File: config.mk
export PLATFORM = sky130hd
export DESIGN_NAME = reg_bus_arbiter_flat
export DESIGN_NICKNAME = d
export VERILOG_FILES = /design/src/rtl/reg_bus_arbiter_if.sv /design/src/rtl/reg_bus_arbiter.sv /design/src/flat_wrapper.sv
export SDC_FILE = /design/constraint.sdc
export NUM_CORES = 1
export LEC_CHECK = 0
export ABC_CLOCK_PERIOD_IN_PS = 2760
export CORE_MARGIN = 5
export CORE_UTILIZATION = 46
export DETAILED_ROUTE_END_ITERATION = 6
export HOLD_SLACK_MARGIN = 0.08
export PLACE_DENSITY = 0.91
export SKIP_LAST_GASP = 1
export SLEW_MARGIN = 25
export SYNTH_ARGS = -nofsm -noshare
export SYNTH_HDL_FRONTEND = slang
export SYNTH_SLANG_ARGS = --single-unit
File: constraint.sdc
create_clock -name clk -period 2.76 [get_ports clk]
set_input_delay 0.276 -clock clk [delete_from_list [all_inputs] [get_ports clk]]
set_output_delay 0.276 -clock clk [all_outputs]
set_load 0.005 [all_outputs]
File: src/rtl/reg_bus_arbiter_if.sv
// Bundle of the two requester ports, the register-bank strobe bus and the busy flag.
// slave is the arbiter's view; master is the requesters' and bank's view.
interface reg_bus_arbiter_if #(
    parameter int unsigned ADDR_W = 6,
    parameter int unsigned DATA_W = 8
);
    logic              m0_req;
    logic              m0_we;
    logic [ADDR_W-1:0] m0_addr;
    logic [DATA_W-1:0] m0_wdata;
    logic              m0_ack;
    logic [DATA_W-1:0] m0_rdata;

    logic              m1_req;
    logic              m1_we;
    logic [ADDR_W-1:0] m1_addr;
    logic [DATA_W-1:0] m1_wdata;
    logic              m1_ack;
    logic [DATA_W-1:0] m1_rdata;

    logic              reg_read;
    logic              reg_write;
    logic [ADDR_W-1:0] reg_addr;
    logic [DATA_W-1:0] reg_wdata;
    logic [DATA_W-1:0] reg_rdata;
    logic              busy;

    modport slave (
        input  m0_req, m0_we, m0_addr, m0_wdata,
        output m0_ack, m0_rdata,
        input  m1_req, m1_we, m1_addr, m1_wdata,
        output m1_ack, m1_rdata,
        output reg_read, reg_write, reg_addr, reg_wdata, busy,
        input  reg_rdata
    );

    modport master (
        output m0_req, m0_we, m0_addr, m0_wdata,
        input  m0_ack, m0_rdata,
        output m1_req, m1_we, m1_addr, m1_wdata,
        input  m1_ack, m1_rdata,
        input  reg_read, reg_write, reg_addr, reg_wdata, busy,
        output reg_rdata
    );
endinterface

File: src/rtl/reg_bus_arbiter.sv
// Two-port arbiter serialising fixed-latency byte accesses onto the register-bank bus.
// Define REG_ARB_ROUND_ROBIN_EN for round-robin arbitration; default is port 0 fixed priority.
module reg_bus_arbiter #(
    parameter int unsigned ADDR_W = 6,
    parameter int unsigned DATA_W = 8
) (
    input  logic            clk,
    input  logic            rst,
    reg_bus_arbiter_if.slave bus
);

    typedef enum logic [1:0] {StIdle, StAccess, StResp} state_e;

    state_e            state_q, state_d;
    logic              we_q;
    logic              win_q;
    logic [ADDR_W-1:0] addr_q;
    logic [DATA_W-1:0] wdata_q;
    logic [DATA_W-1:0] rdata0_q, rdata1_q;
    logic              any_req;
    logic              grant1;
    logic              take;

    assign any_req = bus.m0_req | bus.m1_req;
    assign take    = (state_q == StIdle) && any_req;

`ifdef REG_ARB_ROUND_ROBIN_EN
    logic last_q;

    // On contention the port not granted last time wins.
    assign grant1 = bus.m1_req & (~bus.m0_req | ~last_q);

    always_ff @(posedge clk or posedge rst) begin
        if (rst) begin
            last_q <= 1'b1;
        end else if (take) begin
            last_q <= grant1;
        end
    end
`else
    assign grant1 = bus.m1_req & ~bus.m0_req;
`endif

    always_ff @(posedge clk or posedge rst) begin
        if (rst) begin
            state_q <= StIdle;
        end else begin
            state_q <= state_d;
        end
    end

    always_comb begin
        state_d = state_q;
        unique case (state_q)
            StIdle:   if (any_req) state_d = StAccess;
            StAccess: state_d = StResp;
            StResp:   state_d = StIdle;
            default:  state_d = StIdle;
        endcase
    end

    always_ff @(posedge clk or posedge rst) begin
        if (rst) begin
            we_q     <= 1'b0;
            win_q    <= 1'b0;
            addr_q   <= '0;
            wdata_q  <= '0;
            rdata0_q <= '0;
            rdata1_q <= '0;
        end else begin
            if (take) begin
                win_q   <= grant1;
                we_q    <= grant1 ? bus.m1_we    : bus.m0_we;
                addr_q  <= grant1 ? bus.m1_addr  : bus.m0_addr;
                wdata_q <= grant1 ? bus.m1_wdata : bus.m0_wdata;
            end
            if (state_q == StResp && !we_q) begin
                if (win_q) rdata1_q <= bus.reg_rdata;
                else       rdata0_q <= bus.reg_rdata;
            end
        end
    end

    // Read data is forwarded from the bank during RESP so it arrives together with the ack.
    always_comb begin
        bus.reg_read  = 1'b0;
        bus.reg_write = 1'b0;
        bus.m0_ack    = 1'b0;
        bus.m1_ack    = 1'b0;
        bus.m0_rdata  = rdata0_q;
        bus.m1_rdata  = rdata1_q;
        bus.reg_addr  = addr_q;
        bus.reg_wdata = wdata_q;
        bus.busy      = (state_q != StIdle);
        if (state_q == StAccess) begin
            bus.reg_read  = ~we_q;
            bus.reg_write = we_q;
        end
        if (state_q == StResp) begin
            bus.m0_ack = ~win_q;
            bus.m1_ack = win_q;
            if (!we_q) begin
                if (win_q) bus.m1_rdata = bus.reg_rdata;
                else       bus.m0_rdata = bus.reg_rdata;
            end
        end
    end

endmodule

File: src/flat_wrapper.sv
// flat-port wrapper written by rule: the top's interface ports become plain ports
module reg_bus_arbiter_flat 
#(
    parameter int unsigned ADDR_W = 6,
    parameter int unsigned DATA_W = 8
)
  (clk, rst, bus_m0_req, bus_m0_we, bus_m0_addr, bus_m0_wdata, bus_m0_ack, bus_m0_rdata, bus_m1_req, bus_m1_we, bus_m1_addr, bus_m1_wdata, bus_m1_ack, bus_m1_rdata, bus_reg_read, bus_reg_write, bus_reg_addr, bus_reg_wdata, bus_busy, bus_reg_rdata);
  reg_bus_arbiter_if #(.ADDR_W(ADDR_W), .DATA_W(DATA_W)) bus_i ();
  input  logic clk;
  input  logic rst;
  input wire logic [$bits(bus_i.m0_req)-1:0] bus_m0_req;
  input wire logic [$bits(bus_i.m0_we)-1:0] bus_m0_we;
  input wire logic [$bits(bus_i.m0_addr)-1:0] bus_m0_addr;
  input wire logic [$bits(bus_i.m0_wdata)-1:0] bus_m0_wdata;
  output wire logic [$bits(bus_i.m0_ack)-1:0] bus_m0_ack;
  output wire logic [$bits(bus_i.m0_rdata)-1:0] bus_m0_rdata;
  input wire logic [$bits(bus_i.m1_req)-1:0] bus_m1_req;
  input wire logic [$bits(bus_i.m1_we)-1:0] bus_m1_we;
  input wire logic [$bits(bus_i.m1_addr)-1:0] bus_m1_addr;
  input wire logic [$bits(bus_i.m1_wdata)-1:0] bus_m1_wdata;
  output wire logic [$bits(bus_i.m1_ack)-1:0] bus_m1_ack;
  output wire logic [$bits(bus_i.m1_rdata)-1:0] bus_m1_rdata;
  output wire logic [$bits(bus_i.reg_read)-1:0] bus_reg_read;
  output wire logic [$bits(bus_i.reg_write)-1:0] bus_reg_write;
  output wire logic [$bits(bus_i.reg_addr)-1:0] bus_reg_addr;
  output wire logic [$bits(bus_i.reg_wdata)-1:0] bus_reg_wdata;
  output wire logic [$bits(bus_i.busy)-1:0] bus_busy;
  input wire logic [$bits(bus_i.reg_rdata)-1:0] bus_reg_rdata;
  assign bus_i.m0_req = bus_m0_req;
  assign bus_i.m0_we = bus_m0_we;
  assign bus_i.m0_addr = bus_m0_addr;
  assign bus_i.m0_wdata = bus_m0_wdata;
  assign bus_m0_ack = bus_i.m0_ack;
  assign bus_m0_rdata = bus_i.m0_rdata;
  assign bus_i.m1_req = bus_m1_req;
  assign bus_i.m1_we = bus_m1_we;
  assign bus_i.m1_addr = bus_m1_addr;
  assign bus_i.m1_wdata = bus_m1_wdata;
  assign bus_m1_ack = bus_i.m1_ack;
  assign bus_m1_rdata = bus_i.m1_rdata;
  assign bus_reg_read = bus_i.reg_read;
  assign bus_reg_write = bus_i.reg_write;
  assign bus_reg_addr = bus_i.reg_addr;
  assign bus_reg_wdata = bus_i.reg_wdata;
  assign bus_busy = bus_i.busy;
  assign bus_i.reg_rdata = bus_reg_rdata;
  reg_bus_arbiter #(.ADDR_W(ADDR_W), .DATA_W(DATA_W)) u_core (.clk(clk), .rst(rst), .bus(bus_i));
endmodule
# Yosys cells after proc, flatten, opt, wreduce, memory -nomap -nowiden
# Cells that the tools add are included.
[word_totals]
reg_bits = 34
latch_bits = 0
ram_bits = 0
mem_bits_ro = 0
out_inout_bits = 35
word_cells = 35
mem_count = 0
[classes]
addsub = 0
mul = 0
div_mod_pow = 0
magnitude_cmp = 0
eq_ne = 3
shifts = 0
mux = 15
bitwise = 5
reduce_logical = 5
[ops]
columns = ["cell", "n"]
rows = [
  ["$mux W8", 7],
  ["$mux W6", 1],
  ["$mux W1", 5],
  ["$pmux W2 S2", 1],
  ["$not A1 Y1", 3],
  ["$eq A2 B1 Y1 const B", 1],
  ["$eq A2 B2 Y1 const B", 1],
  ["$logic_and A1 B1 Y1", 2],
  ["$logic_not A2 Y1", 1],
  ["$mux W2", 1],
  ["$ne A2 B1 Y1 const B", 1],
  ["$reduce_bool A2 Y1", 1],
  ["$and A1 B1 Y1", 1],
  ["$logic_not A1 Y1", 1],
  ["$or A1 B1 Y1", 1],
]

# Logic depth before layout (Yosys ltp)
# Gate-level depths: netlist (run 1).
[logic_depth]
ltp_word = 3
mapped_depth = 5
depth_no_buf = 3

# Worst setup path after synthesis (run 1)
# Ideal clock, no wire load.
[synth_path]
kind = "flip-flop to output port"
start = "reg u_core.state_q[0]"
end = "out bus_m0_rdata[0]"
arrival_time_ns = 1.360
required_time_ns = 2.484
path_slack_ns = 1.124
stages_incl_launch_ff = 6
n_path_buf = 2
cell_sequence = "dfrtp_1 nor3b_2 nor2b_1 buf_4 buf_6 mux2_1"
[synth_between]
elab_chain_len = 2
[synth_rtl]
columns = ["item", "line", "source"]
rows = [
  ["start: declaration", "reg_bus_arbiter.sv:14", "state_e state_q, state_d;"],
  ["start signal: assignment", "reg_bus_arbiter.sv:46", "state_q <= StIdle;"],
  ["start signal: assignment", "reg_bus_arbiter.sv:48", "state_q <= state_d;"],
  ["$eq A2 B2 Y1", "reg_bus_arbiter.sv:99", "if (state_q == StResp) begin"],
  ["$mux W8", "reg_bus_arbiter.sv:99", ""],
  ["end: declaration", "flat_wrapper.sv:16", "output wire logic [$bits(bus_i.m0_rdata)-1:0] bus_m0_rdata;"],
]
# No other way between the ends.

# Worst setup path in the final report (run 1)
[layout_path]
start = "reg u_core.state_q[0]"
end = "out bus_m1_rdata[2]"
[layout_between]
elab_chain_len = 2
[layout_rtl]
columns = ["item", "line", "source"]
rows = [
  ["$eq A2 B2 Y1", "reg_bus_arbiter.sv:99", ""],
  ["$mux W8", "reg_bus_arbiter.sv:99", ""],
  ["end: declaration", "flat_wrapper.sv:22", "output wire logic [$bits(bus_i.m1_rdata)-1:0] bus_m1_rdata;"],
]
# No other way between the ends.

==> impl_metrics.yaml, run 1 <==
worst_setup_path:
  crit_family: "simple AND/OR/NAND/NOR gates"
  critical-path-max-stage-delay_ns: 0.47
  worstSetupStartpointType: "flip-flop"
  crit_cells: 4
  slowest_stage: "clkdlybuf4s50_1"
  worstSetupPathType: "flip-flop to output port"
  worstPathArrival_ns: 2.28
  critical_path.cell_chain: "and3b_1, nor2b_4, mux2_2, clkdlybuf4s50_1"
  endpoint_kind: "output port"
  path_buf_inv: 1
  r2r_cells: 4
  worstPathMaxFanout: 14
  cp.required_ns: 2.48
global_route:
  grt-ovfl-total: 0
  grt_first_pass_wirelength_mm: 6.91
  grt_antenna_before_repair: 0
  grt_util_all_layers_pct: 17.4
  grt_max_degree: 35
  grt_pass1_vias: 1447
final_layout:
  multi_input_area_um2: 898
  drive_above_1_share_pct: 29.6
  finish.utilization_pct: 68.7
  syn2layout_area_growth_pct: 46.7
  nets: 240
  n_antenna_cell: 0
  stdcell_count: 249
  regArea_um2: 851
  final_area_um2: 2710
  fill_cells: 268
sta:
  period_minus_slack_ns: 2.55
  slew_headroom_pct: 67.3
  holdWs_ns: 0.389
  setup_viol: 0
  timing.final.crit_share_pct: 92.5
  hold_viol: 0
  slew_viol_final: 0
  max_freq_ghz: 0.392
  final.setup.worst_slack_ns: 0.206
  fin_tns_setup_ns: 0
  clock_skew_ns: 0.00601
  tightest_slew_ns: 0.490
  rsz0062_at_grt: "false"
placed_design:
  dp_cells: 241
  place.detailed.hpwl_mm: 3.26
  post-place-ws_ns: 0.529
  gp_congestion: 0.720
  placed_area_um2: 2620
  io_buffers: 76
clock_tree:
  clk_latency_ns: 0.29
  post_cts_buffers: 0
  h-tree-depth: 2
  cts_repair_resize_count: 0
  holdBufCountCts: 0
  path_clk_slew_ns: 0.07
  root_buffer: "clkbuf_8"
  numCtsBuffers: 5
  cts_tree: "done"
  cts_max_path_buffers: 2
  cts_sinks: 34
drt:
  antenna_left: 0
  wire_per_inst_um: 17.4
  drcViolationCount: 0
  viasPerCell: 4.91
  routed_wl_mm: 4.34
  dr.pass1.iters: 2
  num_vias: 1223
  drt_iter0_markers: 19
power_and_ir_drop:
  ir_drop_uv: 534
  power_mw: 2.72
  p_per_area_nw_per_um2: 1000
  power_leakage_nw: 1.18
flow_run:
  cap_violations: 0
die:
  die_y_um: 73.4
  core_area_um2: 3940
  dieArea_um2: 5380
  rows: 23
  die_w_um: 73.4
  initial_core_util_pct: 46.8
  ios: 77
logic_synthesis:
  synth.yosys.seq_area_share_pct: 46.1
  yosys_warnings: 0
  synth_top_cell_area_share_pct: 46.1
  synth.distinct_cells: 17
  synth_area_per_cell_um2: 15.7
  synth_fp_nets: 160
  synth_area_um2: 1850
  async_reset_ff_share_pct: 100
  syn_inst: 118
  ys_ff_latch: 34
  ys_top_cells_by_area: "dfrtp_1, mux2_4, mux2_1"
  post-synth-top-area-cell: "dfrtp_1"
  yosysMostFrequentCell: "dfrtp_1"
  ys_top_cells_by_count: "dfrtp_1, mux2_4, mux2_1, mux2_2, buf_6"
  ys.flop_type: "dfrtp_1"
  synth_edf_count: 0
worst_hold_path:
  hold_path.class: "input pin to async pin"
status:
  outcome: "finished clean"
kinds of logic (layout without fill, tap and decap cells):
| kind of cell | count (synthesis) | in the layout | share of synthesized area (%) |
|---|---|---|---|
| AND/OR/NAND/NOR | 9 | 9 | 3.79 |
| buffers and inverters | 10 | 91 | 5.28 |
| AO/OA/AOI/OAI | 3 | 3 | 0.949 |
| multiplexers | 62 | 62 | 43.9 |
| flip-flops | 34 | 34 | 46.1 |
sequential cells by signal (all words and copies together), names as in the netlist:
name	cells
u_core.bus.reg_wdata	8
u_core.rdata0_q	8
u_core.rdata1_q	8
u_core.bus.reg_addr	6
u_core.state_q	2
u_core.we_q	1
u_core.win_q	1
routing by layer:
metal	track usage, %	up-vias	wire [um]
met4	9.66	0	131
met3	7.80	10	441
met2	28.5	60	2130
met1	18.6	577	1640
met5	0	-	0
li1	-	576	-
path summary, 6_finish.rpt:
path	start	end	slack, ns
setup / recovery	u_core.state_q[0]	bus_m1_rdata[2]	0.21
hold / removal	rst	u_core.bus.reg_addr[0]	0.39
setup reg to reg	u_core.state_q[0]	u_core.rdata1_q[0]	0.98
hold reg to reg	u_core.rdata0_q[0]	u_core.rdata0_q[0]	0.49
max in group asynchronous	rst	u_core.rdata0_q[1]	2.06
min in group clk	u_core.rdata0_q[0]	u_core.rdata0_q[0]	0.49
area by class of cell:
cell class	count	area share, %
Multi-Input combinational cell	74	33.2
Clock inverter	1	0.185
Inverter	2	0.277
Clock buffer	7	3.19
Sequential cell	34	31.4
Tap cell	50	2.31
Timing Repair Buffer	81	29.5
cells in the final DEF (no fill, tap or decap), drive strengths merged:
cell / count
buf: 5
o21a: 1
and3b: 1
mux2: 62
dfrtp: 34
nor3b: 1
and2: 1
clkinv: 1
clkdlybuf4s50: 76
clkbuf: 7
nor2: 1
a21oi: 2
nor2b: 4
inv: 2
nand2b: 1
tightest hold or removal path, cell delays in order:
cell and delay, ns:
clkdlybuf4s50_1 0.40, inv_1 0.05, buf_4 0.38
where the power goes:
part           switching [mW]  internal (mW)
sequential              0.162          0.754
clock                   0.181          0.201
combinational           0.429          0.989
Note: power is estimated with default switching activity, not from simulation.
==> inputs of run 2 (changes only) <==
CORE_UTILIZATION = 40   (was 46)
PLACE_DENSITY = 0.82   (was 0.91)
==> impl_metrics.yaml, run 2 (synthesis gave the netlist of run 1 again) <==
clock_tree:
  cts_tree: "done"
  holdBufCountCts: 0
  cts_sinks: 34
  post_cts_buffers: 0
  cts_repair_resize_count: 0
  path_clk_slew_ns: 0.07
  cts_max_path_buffers: 2
  h-tree-depth: 2
  numCtsBuffers: 5
  root_buffer: "clkbuf_8"
  clk_latency_ns: 0.28
global_route:
  grt_max_degree: 35
  grt_pass1_vias: 1352
  grt_first_pass_wirelength_mm: 6.41
  grt-ovfl-total: 0
  grt_util_all_layers_pct: 13.5
  grt_antenna_before_repair: 0
die:
  dieArea_um2: 6080
  ios: 77
  die_w_um: 77.9
  core_area_um2: 4410
  initial_core_util_pct: 41.8
  die_y_um: 77.9
  rows: 24
drt:
  viasPerCell: 4.82
  antenna_left: 0
  wire_per_inst_um: 15.4
  drcViolationCount: 0
  num_vias: 1209
  drt_iter0_markers: 24
  dr.pass1.iters: 4
  routed_wl_mm: 3.87
final_layout:
  n_antenna_cell: 0
  regArea_um2: 851
  final_area_um2: 2730
  stdcell_count: 251
  syn2layout_area_growth_pct: 47.8
  drive_above_1_share_pct: 30.2
  finish.utilization_pct: 61.8
  multi_input_area_um2: 898
  nets: 240
  layout_commonest_cell: "clkdlybuf4s50_1"
  most-common-layout-cells: "clkdlybuf4s50_1, dfrtp_1, mux2_4"
  fill_cells: 300
sta:
  rsz0062_at_grt: "false"
  slew_viol_final: 0
  clock_skew_ns: 0.00543
  tightest_slew_ns: 0.487
  fin_tns_setup_ns: 0
  final.setup.worst_slack_ns: 0.234
  timing.final.crit_share_pct: 91.5
  hold_viol: 0
  max_freq_ghz: 0.396
  period_minus_slack_ns: 2.53
  slew_headroom_pct: 67.4
  setup_viol: 0
worst_hold_path:
  hold_path.class: "input pin to async pin"
status:
  outcome: "finished clean"
worst_setup_path:
  worstPathMaxFanout: 14
  worstPathArrival_ns: 2.25
  r2r_cells: 4
  endpoint_kind: "output port"
  cp.required_ns: 2.48
  worstSetupStartpointType: "flip-flop"
  worstSetupPathType: "flip-flop to output port"
  critical_path.cell_chain: "and3b_1, nor2b_4, mux2_1, clkdlybuf4s50_1"
  critical-path-max-stage-delay_ns: 0.47
  slowest_stage: "clkdlybuf4s50_1"
power_and_ir_drop:
  ir_drop_uv: 663
  power_leakage_nw: 1.19
  p_per_area_nw_per_um2: 1000
placed_design:
  dp_cells: 243
  gp_congestion: 0.727
  place.detailed.hpwl_mm: 3.01
  post-place-ws_ns: 0.537
  io_buffers: 76
  placed_area_um2: 2620
flow_run:
  cap_violations: 0
==> run 2: stage by stage <==
stage	power, mW	hold slack, ns
after floorplan	1.63	0.362
after global placement	2.28	0.461
after detailed placement	2.32	0.471
after CTS	2.78	0.393
after global routing	2.92	0.447
final	2.74	0.388
==> run 2: area by class of cell <==
type,instances,share of cell area (%)
clock buffer,5,2.52
clock inverter,3,1.47
inverter,2,0.275
multi-input combinational,74,32.9
sequential,34,31.2
tap,52,2.38
timing repair buffer,81,29.3
==> run 2: per-layer routing <==
metal  part of all wire, %  track usage, %  wire length, um  up-vias
li1                      -               -                -      576
met1                    42            15.0             1640      568
met2                    46            21.9             1780       59
met3                    10            6.60              387        6
met4                   1.7            5.74               66        0
met5                     0               0                0        -
==> run 2: path summary, 6_finish.rpt <==
kind,slack [ns],endpoint,start
max,0.23,bus_m1_rdata[1],u_core.state_q[0]
min,0.39,u_core.bus.reg_addr[3],rst
max reg2reg,1.00,u_core.rdata1_q[2],u_core.state_q[0]
min reg2reg,0.48,u_core.rdata0_q[7],u_core.rdata0_q[7]
max in group asynchronous,2.07,u_core.rdata0_q[1],rst
min in group clk,0.48,u_core.rdata0_q[7],u_core.rdata0_q[7]
==> run 2: power by group <==
part / internal [mW] / switching, mW / leakage, nW / total [mW]
registers: 0.754 / 0.152 / 0.406 / 0.905
logic: 0.988 / 0.403 / 0.728 / 1.39
clock network: 0.265 / 0.173 / 0.0579 / 0.438
==> run 2: worst max-delay path: cells and delay by family, from the launching register on <==
family	cells	cell delay (ns)
buffers and inverters	1	0.47
DFF	1	0.41
muxes	1	0.38
and+or+nand+nor	2	0.69
==> inputs of run 3 (changes only) <==
PLACE_DENSITY = 0.85   (was 0.82)
==> impl_metrics.yaml, run 3 (synthesis gave the netlist of run 1 again) <==
drt:
  antenna_left: 0
  num_vias: 1208
  drt_iter0_markers: 35
  routed_wl_mm: 3.65
  wire_per_inst_um: 14.4
  drcViolationCount: 0
  dr.pass1.iters: 3
  viasPerCell: 4.77
placed_design:
  place.detailed.hpwl_mm: 2.98
  post-place-ws_ns: 0.529
  gp_congestion: 0.728
  io_buffers: 76
clock_tree:
  cts_max_path_buffers: 2
  holdBufCountCts: 0
  clk_latency_ns: 0.28
  path_clk_slew_ns: 0.07
  post_cts_buffers: 0
  h-tree-depth: 2
  cts_tree: "done"
  root_buffer: "clkbuf_8"
  cts_repair_resize_count: 0
  cts_sinks: 34
  numCtsBuffers: 5
final_layout:
  drive_above_1_share_pct: 30.3
  most-common-layout-cells: "clkdlybuf4s50_1, dfrtp_1, mux2_4"
  layout_commonest_cell: "clkdlybuf4s50_1"
  fill_cells: 373
  n_antenna_cell: 0
  nets: 242
  syn2layout_area_growth_pct: 47.6
sta:
  period_minus_slack_ns: 2.53
  rsz0062_at_grt: "false"
  final.setup.worst_slack_ns: 0.227
  hold_viol: 0
  timing.final.crit_share_pct: 91.8
  fin_tns_setup_ns: 0
  clock_skew_ns: 0.00661
  tightest_slew_ns: 0.431
  slew_viol_final: 0
  setup_viol: 0
  slew_headroom_pct: 71.2
  max_freq_ghz: 0.395
die:
  die_w_um: 77.9
  rows: 24
  core_area_um2: 4410
  initial_core_util_pct: 41.8
  ios: 77
  dieArea_um2: 6080
  die_y_um: 77.9
global_route:
  grt_antenna_before_repair: 0
  grt_util_all_layers_pct: 12.0
  grt-ovfl-total: 0
  grt_max_degree: 17
  grt_pass1_vias: 1260
  grt_first_pass_wirelength_mm: 5.93
power_and_ir_drop:
  pwr-share-clk_pct: 13.7
  p_sw_share_pct: 26.6
  seqPwrFrac_pct: 33.7
  p_int_mw: 1.95
  power_mw: 2.65
  power_frac_comb_pct: 52.5
  ir_drop_uv: 394
  power_leakage_nw: 1.19
  p_per_area_nw_per_um2: 973
  p_sw_mw: 0.706
flow_run:
  cap_violations: 0
status:
  outcome: "finished clean"
worst_hold_path:
  hold_path.class: "input pin to async pin"
worst_setup_path:
  critical-path-max-stage-delay_ns: 0.44
  ff2ff_setup_slack_ns: 1.10
  endpoint_kind: "output port"
  r2r-end: "u_core.rdata1_q[0]"
  worstPathArrival_ns: 2.26
  path_buf_inv: 2
  slowest_stage: "clkdlybuf4s50_1"
  worstSetupStartpointType: "flip-flop"
  r2r_cells: 4
  crit_family: "buffers and inverters"
  r2r-start: "u_core.state_q[0]"
  critical_path.cell_chain: "and3b_1, nor2b_4, buf_4, mux2_2, clkdlybuf4s50_1"
  worstPathMaxFanout: 10
  cp.required_ns: 2.48
  worstSetupPathType: "flip-flop to output port"
==> run 3: cell types whose count changed in the layout (fill, tap and decap cells not counted), sizes merged <==
cell    before  now
clkbuf       5    7
bufinv       1    0
clkinv       2    1
buf          5    7
==> run 3: how the worst max path moves through the flow <==
stage | cells after the start | slack [ns] | to | startpoint
after CTS | 5 | 0.21 | bus_m1_rdata[7] | u_core.state_q[0]
after global placement | 5 | 0.56 | bus_m1_rdata[7] | u_core.state_q[0]
after global routing | 5 | 0.11 | bus_m1_rdata[7] | u_core.state_q[0]
after detailed placement | 5 | 0.53 | bus_m1_rdata[7] | u_core.state_q[0]
after floorplan | 5 | 1.12 | bus_m0_rdata[0] | u_core.state_q[0]
final | 5 | 0.23 | bus_m1_rdata[7] | u_core.state_q[0]
==> run 3: final cells by class <==
class,instances,area [um2],area share [%]
clock buffers,7,86.3,3.17
clock inverters,1,5.00,0.184
inverters,2,7.51,0.275
multi-input cells,74,898,33.0
flip-flops and latches,34,851,31.2
well taps,52,65.1,2.39
repair buffers,83,813,29.8
==> run 3: routing by layer <==
layer  vias up  routed length [um]  global-route usage [%]
met4         0                  44                    4.56
met2        50                1790                    20.7
met5         -                   0                       0
met3         7                 360                    4.40
met1       572                1460                    13.6
li1        579                   -                       -
==> run 3: through the flow <==
step | instances | hold slack, ns | utilization, % | area [um2]
CTS | 253 | 0.304 | 61.8 | 2730
finish | 253 | 0.292 | 61.8 | 2730
floorplan | 118 | 0.362 | - | 1850
global placement | 245 | 0.463 | 59.7 | 2640
global route | 253 | 0.340 | 61.8 | 2730
detailed placement | 245 | 0.473 | 59.7 | 2640
==> run 3: power groups by stage <==
stage               Sequential (mW)  Clock, mW  Combinational, mW
global route                  0.930      0.404               1.50
detailed placement            0.905          0               1.42
CTS                           0.899      0.380               1.42
floorplan                     0.884          0              0.746
finish                        0.895      0.365               1.39
global placement              0.892          0               1.40
